File: src/rtl/xz_result_fifo.sv
// Result-pair FIFO: stores (x, z) pairs and replays each as two words, x then z.
// Optional rejected-push counter enabled by defining XZ_RESULT_FIFO_DROP_CNT_EN.
//
// state  | meaning
// WORD_X | head pair x word on out_data, out_last = 0
// WORD_Z | head pair z word on out_data, out_last = 1; beat pops the pair
module xz_result_fifo #(
  parameter int WIDTH = 32,
  parameter int DEPTH = 4
) (
  input  logic                       CLK,
  input  logic                       RST,
  input  logic                       flush,
  input  logic                       in_valid,
  output logic                       in_ready,
  input  logic [WIDTH-1:0]           x,
  input  logic [WIDTH-1:0]           z,
  output logic                       out_valid,
  input  logic                       out_ready,
  output logic [WIDTH-1:0]           out_data,
  output logic                       out_last,
  output logic [$clog2(DEPTH):0]     count
`ifdef XZ_RESULT_FIFO_DROP_CNT_EN
  ,
  output logic [15:0]                drop_cnt
`endif
);

  localparam int AW = $clog2(DEPTH);
  localparam int CW = AW + 1;

  typedef enum logic {WORD_X = 1'b0, WORD_Z = 1'b1} state_t;

  state_t                 state_q, state_d;
  logic [2*WIDTH-1:0]     mem [DEPTH];
  logic [AW-1:0]          wptr, rptr;
  logic                   push, beat, pop;

  // in_ready comes only from the registered count, so a full FIFO never
  // accepts a push even when the head pair pops in the same cycle.
  assign in_ready  = (count < CW'(DEPTH));
  assign out_valid = (count != '0);
  assign push      = in_valid && in_ready && !flush;
  assign beat      = out_valid && out_ready;
  assign pop       = beat && (state_q == WORD_Z) && !flush;

  always_ff @(posedge CLK) begin
    if (push) mem[wptr] <= {x, z};
  end

  always_ff @(posedge CLK or negedge RST) begin
    if (!RST) begin
      wptr    <= '0;
      rptr    <= '0;
      count   <= '0;
      state_q <= WORD_X;
    end else if (flush) begin
      wptr    <= '0;
      rptr    <= '0;
      count   <= '0;
      state_q <= WORD_X;
    end else begin
      state_q <= state_d;
      if (push) wptr <= wptr + AW'(1);
      if (pop)  rptr <= rptr + AW'(1);
      case ({push, pop})
        2'b10:   count <= count + CW'(1);
        2'b01:   count <= count - CW'(1);
        default: count <= count;
      endcase
    end
  end

  always_comb begin
    state_d  = state_q;
    out_last = 1'b0;
    out_data = mem[rptr][2*WIDTH-1 -: WIDTH];
    case (state_q)
      WORD_X: begin
        if (beat) state_d = WORD_Z;
      end
      WORD_Z: begin
        out_last = 1'b1;
        out_data = mem[rptr][WIDTH-1:0];
        if (beat) state_d = WORD_X;
      end
      default: state_d = WORD_X;
    endcase
  end

`ifdef XZ_RESULT_FIFO_DROP_CNT_EN
  // Cleared by reset only; flush leaves the diagnostic history intact.
  always_ff @(posedge CLK or negedge RST) begin
    if (!RST)
      drop_cnt <= '0;
    else if (in_valid && !in_ready && !flush && (drop_cnt != 16'hFFFF))
      drop_cnt <= drop_cnt + 16'd1;
  end
`endif

endmodule

File: config.mk
export PLATFORM = sky130hd
export DESIGN_NAME = xz_result_fifo
export DESIGN_NICKNAME = d
export VERILOG_FILES = /design/src/rtl/xz_result_fifo.sv
export SDC_FILE = /design/constraint.sdc
export NUM_CORES = 1
export LEC_CHECK = 0
export ABC_AREA = 1
export BUFFER_PORTS_ARGS = -buffer_cell sky130_fd_sc_hd__buf_4
export CAP_MARGIN = 5
export CORE_ASPECT_RATIO = 1.25
export CORE_UTILIZATION = 45
export CTS_BUF_LIST = sky130_fd_sc_hd__clkbuf_16
export DETAILED_ROUTE_END_ITERATION = 10
export MAX_ROUTING_LAYER = met4
export SYNTH_ARGS = -nofsm -noshare
export SYNTH_HDL_FRONTEND = slang
export SYNTH_SLANG_ARGS = --single-unit
File: constraint.sdc
create_clock -name CLK -period 5.7 [get_ports CLK]
set_input_delay 0 -clock CLK [delete_from_list [all_inputs] [get_ports CLK]]
set_output_delay 0 -clock CLK [all_outputs]
set_load 0.005 [all_outputs]
==> flow_metrics.env <==
export IMPL_status="completed"
export IMPL_grt_pass1_wl_microns=36600
export IMPL_fp_coreArea_sq_um=22400
export IMPL_post_route_period_util_pct=54.0
export IMPL_dp_slack_ns=2.80
export IMPL_seq_area_frac_synth_pct=75.8
export IMPL_drv_slew=0
export IMPL_tightest_slew_ns=1.13
export IMPL_critPathKind="register to primary output"
export IMPL_track_usage_pct=21.1
export IMPL_powerDensity_nw_per_um2=366
export IMPL_num_vias=6712
export IMPL_cts_htree_levels=1
export IMPL_drive_gt1_share_pct=16.5
export IMPL_netlist_area_sq_um=10400
export IMPL_ios=107
export IMPL_cts_buffers_inserted=25
export IMPL_synth_mux_area_fraction_pct=0
export IMPL_cts_sinks=264
export IMPL_cts_resized=0
export IMPL_cts_tree="done"
export IMPL_dr_wl_met2_microns=11200
export IMPL_synthAdderAreaFrac_pct=0.794
export IMPL_post_synth_cell_area_avg_sq_um=13.1
export IMPL_start_kind="register"
export IMPL_vdd_ir_drop_max_uv=268
export IMPL_start_util_pct=46.4
export IMPL_drt_first_pass_iters=5
export IMPL_yosys_area_share_simple_pct=9.31
export IMPL_synth_nets=866
export IMPL_synthCells=791
export IMPL_drtAntennaViolNets=0
export IMPL_worst_setup_path_end_kind="primary output"
export IMPL_synth_compound_area_share_pct=10.3
export IMPL_num_nets_final=1029
export IMPL_period_needed_ns=3.08
export IMPL_cap_violations=0
export IMPL_num_rows=61
export IMPL_clockBufferDepth=3
export IMPL_rsz0062_at_grt="false"
export IMPL_clk_pin_slew_worst_paths_ns=0.06
export IMPL_synthToLayoutAreaGrowth_pct=23.6
export IMPL_setup_viol=0
export IMPL_post_drt_wl_per_cell_microns=18.9
export IMPL_vias_per_cell=5.35
export IMPL_wl_met3_microns=1230
export IMPL_synth_xor_area_share_pct=0
export IMPL_grt_max_degree=110
export IMPL_synth_top_family_by_area="compound AO/OA/AOI/OAI gates"
export IMPL_drtIter0Drc=538
export IMPL_hold_path_class="input pin to register"
export IMPL_synth_cell_types=22
export IMPL_grt_overflow_total=0
export IMPL_nFillCells=1838
export IMPL_ys_seq_elements=264
export IMPL_setup_ws_ns=2.62
export IMPL_worstSkewPairLatency_ns=0.51
export IMPL_tns_ns=0
export IMPL_clockRootBuffer="clkbuf_16"
export IMPL_layout_cells_most_common_list="256 x edfxtp_1, 133 x nor2_1, 116 x buf_4"
export IMPL_final_common_cell="edfxtp_1"
export IMPL_first_global_vias=6559
export IMPL_die_w_microns=138
export IMPL_dieArea_sq_um=23700
export IMPL_hold_viol=0
export IMPL_skew_ns=0.00944
export IMPL_leakage_nw=4.67
export IMPL_critPathRequiredTime_ns=5.70
export IMPL_maxUsedRoutingLayer="met4"
export IMPL_crit_fanout=78
export IMPL_ys_warn_count=0
export IMPL_gp_congestion=0.774
export IMPL_antenna_found_initial=1
export IMPL_max_slew_margin_pct=24.8
export IMPL_worstPathArrival_ns=3.08
export IMPL_numPortBuffers=106
export IMPL_drc=0
export IMPL_wl_met1_microns=10800
export IMPL_fin_total_pwr_w=0.00471
export IMPL_dp_hpwl_microns=13000
export IMPL_die_h_microns=172
export IMPL_wl_microns=23800
export IMPL_clock_fmax_mhz=325
layout make-up:
cell class | count | area (sq um) | share of cell area (%)
inverter | 18 | 70.1 | 0.545
multi-input combinational | 460 | 2160 | 16.8
tap | 283 | 354 | 2.76
antenna | 1 | 2.50 | 0.0195
sequential | 264 | 7890 | 61.4
clock inverter | 19 | 189 | 1.47
timing repair buffer | 185 | 1560 | 12.1
clock buffer | 25 | 626 | 4.87
stage by stage:
stage	area, sq um	cells	utilization [%]	hold slack (ns)
6_report	12900	1255	57.3	0.146
2_1_floorplan	10400	791	-	-0.296
3_5_place_dp	11300	1141	50.6	-0.169
4_1_cts	12800	1254	57.3	0.128
3_3_place_gp	11300	1141	50.6	-0.169
5_1_grt	12900	1255	57.3	0.214
repair_timing:
action / CTS / global route
endpoints found under the hold margin: 272 / 0
setup buffers: 0 / 0
hold buffers: 69 / 0
worst paths after layout:
kind,depth (start not counted),end,slack (ns),startpoint
min in group asynchronous,3,rptr[0],0.48,RST
worst min-delay path,6,rptr[0],0.15,out_ready
max in group asynchronous,3,rptr[0],4.90,RST
worst max register to register,6,mem[1][32],2.85,count[2]
worst max-delay path,7,out_data[26],2.62,rptr[0]
worst min register to register,2,count[2],0.57,count[2]
sequential cells by signal, indices dropped and copies added, names as in the netlist:
| signal | count |
|---|---|
| state_q | 1 |
| mem | 256 |
| wptr | 2 |
| count | 3 |
| rptr | 2 |
kinds of logic (layout without fill, tap and decap cells):
kind of cell	after synthesis	after routing
flip-flops	264	264
AND/OR/NAND/NOR	255	255
AO/OA/AOI/OAI	199	199
buffers and inverters	67	247
adder cells (fa/ha/maj)	6	6
other	0	1
synthesized netlist by cell type:
cell      number  area [sq um]
edfxtp_1     256          7690
nor2_1       137           514
nand2_1      111           417
o21ai_0       83           415
o22ai_1       64           400
o21ai_1       50           250
clkbuf_1      19          71.3
inv_1         15          56.3
buf_6         11           124
buf_2         10          50.1
dfrtp_1        8           200
ha_1           5          62.6
nand3_1        5          25.0
buf_4          4          30.0
buf_1          3          11.3
a21oi_1        2          10.0
buf_8          2          30.0
inv_2          2          7.51
and2_1         1          6.26
fa_1           1          20.0
inv_4          1          6.26
nand4_1        1          6.26
layer usage:
| metal | track usage, % | vias to the layer above |
|---|---|---|
| met5 | - | - |
| met4 | 5.58 | 0 |
| met3 | 2.26 | 36 |
| met2 | 32.9 | 178 |
| met1 | 29.7 | 3300 |
| li1 | - | 3198 |
worst max-delay path: stages (launching register included):
cell and delay, ns:
dfrtp_4 0.59, inv_4 0.65, buf_4 0.59, o21ai_0 0.14, o22ai_1 0.17, nand2_1 0.08
nand2_1 0.14, buf_4 0.12
where the power goes:
group | internal [W] | total [W] | switching, W
logic | 0.000315 | 0.000780 | 0.000465
clock network | 0.000975 | 0.00166 | 0.000687
registers | 0.00224 | 0.00227 | 0.0000307
total | 0.00353 | 0.00471 | 0.00118
Note: power is estimated with default switching activity, not from simulation.
